$ cat config.mk
export PLATFORM = sky130hd
export DESIGN_NAME = dwc_frame_buf
export DESIGN_NICKNAME = d
export VERILOG_FILES = /design/src/rtl/dwc_pkg.sv /design/src/rtl/dwc_frame_cnt.sv /design/src/rtl/dwc_frame_buf.sv
export SDC_FILE = /design/constraint.sdc
export NUM_CORES = 1
export LEC_CHECK = 0
export CAP_MARGIN = 25
export CORE_UTILIZATION = 42
export DETAILED_ROUTE_END_ITERATION = 8
export PLACE_DENSITY_LB_ADDON = 0.2
export REMOVE_ABC_BUFFERS = 1
export SYNTH_ARGS = -nofsm -noshare
export SYNTH_HDL_FRONTEND = slang
export SYNTH_HIERARCHICAL = 1
export SYNTH_SLANG_ARGS = --single-unit
$ cat constraint.sdc
create_clock -name clk -period 2.85 [get_ports clk]
set_clock_uncertainty 0.1 [all_clocks]
set_input_delay 0.57 -clock clk [delete_from_list [all_inputs] [get_ports clk]]
set_output_delay 0.57 -clock clk [all_outputs]
set_load 0.05 [all_outputs]
$ cat src/rtl/dwc_pkg.sv
// Shared types and helpers for the dwc output-side blocks.
package dwc_pkg;

    localparam int FCNT_W = 16;

    typedef logic [FCNT_W-1:0] fcnt_t;

    function automatic int cnt_bits(input int depth);
        return $clog2(depth + 1);
    endfunction

endpackage

$ cat src/rtl/dwc_frame_cnt.sv
// Wrapping modulo-N counter; wrap is high while the count sits at N-1.
module dwc_frame_cnt #(
    parameter int N = 16,
    parameter int W = 4
) (
    input  logic         clk,
    input  logic         rst,
    input  logic         en,
    output logic [W-1:0] q,
    output logic         wrap
);

    logic [W-1:0] r_q;

    assign wrap = (r_q == W'(N - 1));
    assign q    = r_q;

    // Explicit compare so non-power-of-two N wraps correctly.
    always_ff @(posedge clk or posedge rst) begin
        if (rst) begin
            r_q <= '0;
        end else if (en) begin
            r_q <= wrap ? '0 : r_q + W'(1);
        end
    end

endmodule

$ cat src/rtl/dwc_frame_buf.sv
// Elastic output buffer behind the dwc core with frame marking and fill level.
module dwc_frame_buf
    import dwc_pkg::*;
#(
    parameter int BITS      = 8,
    parameter int DEPTH     = 4,
    parameter int FRAME_LEN = 16
) (
    input  logic                       clk,
    input  logic                       rst,
    output logic                       irdy,
    input  logic                       ivld,
    input  logic [BITS-1:0]            idat,
    input  logic                       ordy,
    output logic                       ovld,
    output logic [BITS-1:0]            odat,
    output logic                       olast,
    output logic [cnt_bits(DEPTH)-1:0] count
);

    localparam int CW = cnt_bits(DEPTH);
    localparam int PW = $clog2(DEPTH);

    logic [BITS-1:0] r_mem [DEPTH];
    logic [CW-1:0]   r_count;
    logic            r_irdy;
    logic            r_ovld;

    logic            w_push;
    logic            w_pop;
    logic [CW-1:0]   w_cnt_nxt;
    logic [PW-1:0]   w_wptr;
    logic [PW-1:0]   w_rptr;
    logic            w_wwrap;
    logic            w_rwrap;
    fcnt_t           w_fcnt;
    logic            w_flast;

    assign w_push = ivld & r_irdy;
    assign w_pop  = r_ovld & ordy;

    dwc_frame_cnt #(.N(DEPTH), .W(PW)) u_wptr (
        .clk  (clk),
        .rst  (rst),
        .en   (w_push),
        .q    (w_wptr),
        .wrap (w_wwrap)
    );

    dwc_frame_cnt #(.N(DEPTH), .W(PW)) u_rptr (
        .clk  (clk),
        .rst  (rst),
        .en   (w_pop),
        .q    (w_rptr),
        .wrap (w_rwrap)
    );

    dwc_frame_cnt #(.N(FRAME_LEN), .W(FCNT_W)) u_fcnt (
        .clk  (clk),
        .rst  (rst),
        .en   (w_pop),
        .q    (w_fcnt),
        .wrap (w_flast)
    );

    always_comb begin
        w_cnt_nxt = r_count;
        unique case ({w_push, w_pop})
            2'b10:   w_cnt_nxt = r_count + CW'(1);
            2'b01:   w_cnt_nxt = r_count - CW'(1);
            default: w_cnt_nxt = r_count;
        endcase
    end

    // Ready and valid come from the next count, so neither has a path from ordy.
    always_ff @(posedge clk or posedge rst) begin
        if (rst) begin
            r_count <= '0;
            r_irdy  <= 1'b0;
            r_ovld  <= 1'b0;
        end else begin
            r_count <= w_cnt_nxt;
            r_irdy  <= (w_cnt_nxt < CW'(DEPTH));
            r_ovld  <= (w_cnt_nxt != '0);
        end
    end

    always_ff @(posedge clk or posedge rst) begin
        if (rst) begin
            for (int i = 0; i < DEPTH; i++) begin
                r_mem[i] <= '0;
            end
        end else if (w_push) begin
            r_mem[w_wptr] <= idat;
        end
    end

    assign irdy  = r_irdy;
    assign ovld  = r_ovld;
    assign odat  = r_mem[w_rptr];
    assign olast = w_flast & r_ovld;
    assign count = r_count;

    a_bounds : assert property (@(posedge clk) disable iff (rst)
        (r_count <= CW'(DEPTH)) && !(w_pop && r_count == '0));

endmodule

==> metrics.md <==
| Metric | Value |
|---|---|
| First-pass GRT wire length | `7.76 mm` |
| Clk Latency, worst-skew pair | `0.32 ns` |
| Unrepaired setup endpoints after global routing | `false` |
| Fin worst setup slack | `0.125 ns` |
| Vias post-DR | `1,567` |
| Leakage | `1.38 nW` |
| Reg power frac | `0.363` |
| Rows | `28` |
| Internal cell power | `2.38 mW` |
| Sw Ratio | `0.388` |
| Critical Path RT | `2.18 ns` |
| Post-route DRC | `0` |
| Dpl ws | `0.0962 ns` |
| Initial antenna violation count | `0` |
| Sw power | `1.51 mW` |
| GPL Wtd Cong | `0.727` |
| Area of the core | `0.00599 mm²` |
| Syn Area/Cell | `13.9 µm²` |
| Pins Over Slew Limit | `0` |
| Hold Crit Start | `u_fcnt/q[15]` |
| Logic pwr share | `0.454` |
| Detailed Route Iter0 Violations | `83` |
| Final period utilization | `0.956` |
| Relative slew slack | `0.603` |
| Unique masters post-synth | `36` |
| Finished Layout Cells | `306` |
| Crit-path max FO | `4` |
| Post-CTS setup buffer count | `0` |
| Max-cap check violation count | `0` |
| First-pass iteration count of the detailed router | `6` |
| Clock root cell | `clkbuf_8` |
| Crit. Startpoint | `u_rptr/q[0]` |
| Final hold violations | `0` |
| Cells after Synth | `190` |
| Outcome | `finished, final reports clean` |
| Number of enable flip-flop cells after synthesis | `0` |
| Hold path cells | `1` |
| Num CTS Buffers | `9` |
| Hold endpoint | `u_fcnt/q[15]` |
| Antenna diode count | `0` |
| R2R depth | `8` |
| Clock Pin Slew Worst Setup and Hold Paths | `0.06 ns` |
| Synth top cells by count | `dfrtp_1 (57), mux2_2 (37), inv_1 (9), nor2_1 (9), xnor2_1 (9)` |
| CTS resizes | `1` |
| Nature of the critical path endpoint | `primary output` |
| Post-DR vias/cell | `5.12` |
| FF-to-FF setup slack | `0.71 ns` |
| Area leader, netlist | `dfrtp_1` |
| FF-to-FF Start | `irdy` |
| DP HPWL | `3.16 mm` |
| Share of layout cells above drive strength 1 | `0.355` |
| Dpl cells | `290` |
| Worst vdd ir | `0.656 mV` |
| Die Y | `81.2 µm` |
| Final #Nets | `243` |
| WS Path Type | `register to primary output` |
| Register area share after synthesis | `0.541` |
| Largest net degree at the start of global routing | `32` |
| Routed WL | `4.60 mm` |
| Total power | `3.90 mW` |
| Synth async-reset ratio | `1.00` |
| Mapped Area | `0.00264 mm²` |
| TritonCTS clock tree | `done` |
| # fillers | `516` |
| Pwr per Cell Area | `1230 mW/mm²` |
| IO buf count | `25` |
| Initial core utilization | `0.440` |
| Htree depth | `3` |
| Die width | `81.2 µm` |
| Full die area | `0.00659 mm²` |
| Cell area after layout | `0.00317 mm²` |
| Primary FF master, synth | `dfrtp_1` |
| Most frequent cell after synthesis | `dfrtp_1` |
| TNS Setup | `0 ns` |
| # hold bufs at CTS | `0` |
| Clock power share | `0.183` |
| DP Area | `0.00298 mm²` |
| Hold Crit Class | `register to register` |
| Yosys reg bits | `57` |
| Syn-to-layout area delta | `20.3%` |
| Worst EP arrival | `2.05 ns` |
| Reg-to-Reg End | `irdy` |
| I/O pins | `26` |
| Global route overflow | `0` |
| Area contributors post-synth | `dfrtp_1 (54%), mux2_2 (16%), mux4_2 (6.8%)` |
| Fin crit period | `2.72 ns` |
| Final setup violation count | `0` |
| Clock sinks | `57` |
| Startpoint types | `register` |
| Vias in the first global route | `1,587` |
| Routed Antenna Nets | `0` |
| Wire per inst | `15.0 µm` |
| Worst-Margin Slew | `0.595 ns` |
| Maximum buffer depth of the clock tree | `2` |
| FMAX | `0.367 GHz` |
| Synth top area share | `0.541` |
| Total track usage | `0.162` |
| Yosys warnings | `6` |
sequential cells by signal (all words and copies together) (netlist names):
name / count
r_mem: 32
u_fcnt/q: 16
count: 3
u_rptr/q: 2
u_wptr/q: 2
irdy: 1
ovld: 1
cells by family after synthesis:
kind of cell,synth area share
muxes,0.230
adders and majority gates,0.0266
xor gates and xnor gates,0.0465
DFF,0.541
AOI/OAI and AO/OA,0.0157
and+or+nand+nor,0.115
buffers and inverters,0.0242
critical path, stage by stage (launching register included):
cell and delay (ns):
dfrtp_1 0.48, mux4_2 0.54, clkdlybuf4s50_1 0.72
power groups by stage:
| stage | Clock, mW | Combinational [mW] | Sequential, mW |
|---|---|---|---|
| global route | 0.776 | 1.89 | 1.47 |
| detailed placement | 0 | 1.78 | 1.43 |
| finish | 0.712 | 1.77 | 1.42 |
| CTS | 0.735 | 1.79 | 1.42 |
| floorplan | 0 | 1.24 | 1.48 |
| global placement | 0 | 1.76 | 1.43 |
area by class of cell:
cell class	instances	area, µm²	share of cell area
inverter	10	37.5	0.0118
multi-input combinational	119	1140	0.361
clock buffer	11	131	0.0415
clock inverter	5	56.3	0.0178
tap	75	93.8	0.0296
sequential	57	1430	0.450
timing repair buffer	29	278	0.0876
metrics by stage:
stage	util	hold slack [ns]
3_3_place_gp	0.497	0.365
5_1_grt	0.529	0.404
4_1_cts	0.529	0.384
6_report	0.529	0.381
3_5_place_dp	0.497	0.373
2_1_floorplan	-	0.211
layout by cell type, fill, tap and decap left out, drive strengths merged, types with 2 or more instances in the layout:
master and instances:
and2 4, and4 4, buf 10, clkbuf 11, clkdlybuf4s50 19, clkinv 3, dfrtp 57, ha 4
inv 10, mux2 37, mux4 8, nand2 8, nand3 8, nand3b 2, nand4 2, nor2 9
nor3 4, o21ai 2, xnor2 9, xor2 5
metal layers:
layer / up-vias / GRT usage / share of wire
met2: 27 / 0.263 / 0.48
met1: 784 / 0.205 / 0.48
met3: 4 / 0.0528 / 0.034
met5: - / 0 / 0
met4: 0 / 0.0482 / 0.0065
li1: 752 / - / -
worst max-delay path by stage:
| stage | endpoint | slack (ns) | depth (start not counted) |
|---|---|---|---|
| final | odat[5] | 0.13 | 2 |
| after global placement | irdy | 0.19 | 9 |
| after floorplan | irdy | 0.38 | 7 |
| after global routing | odat[7] | 0.05 | 2 |
| after detailed placement | irdy | 0.1 | 9 |
| after CTS | odat[5] | 0.09 | 2 |
Power figures use the tool's default switching activity.
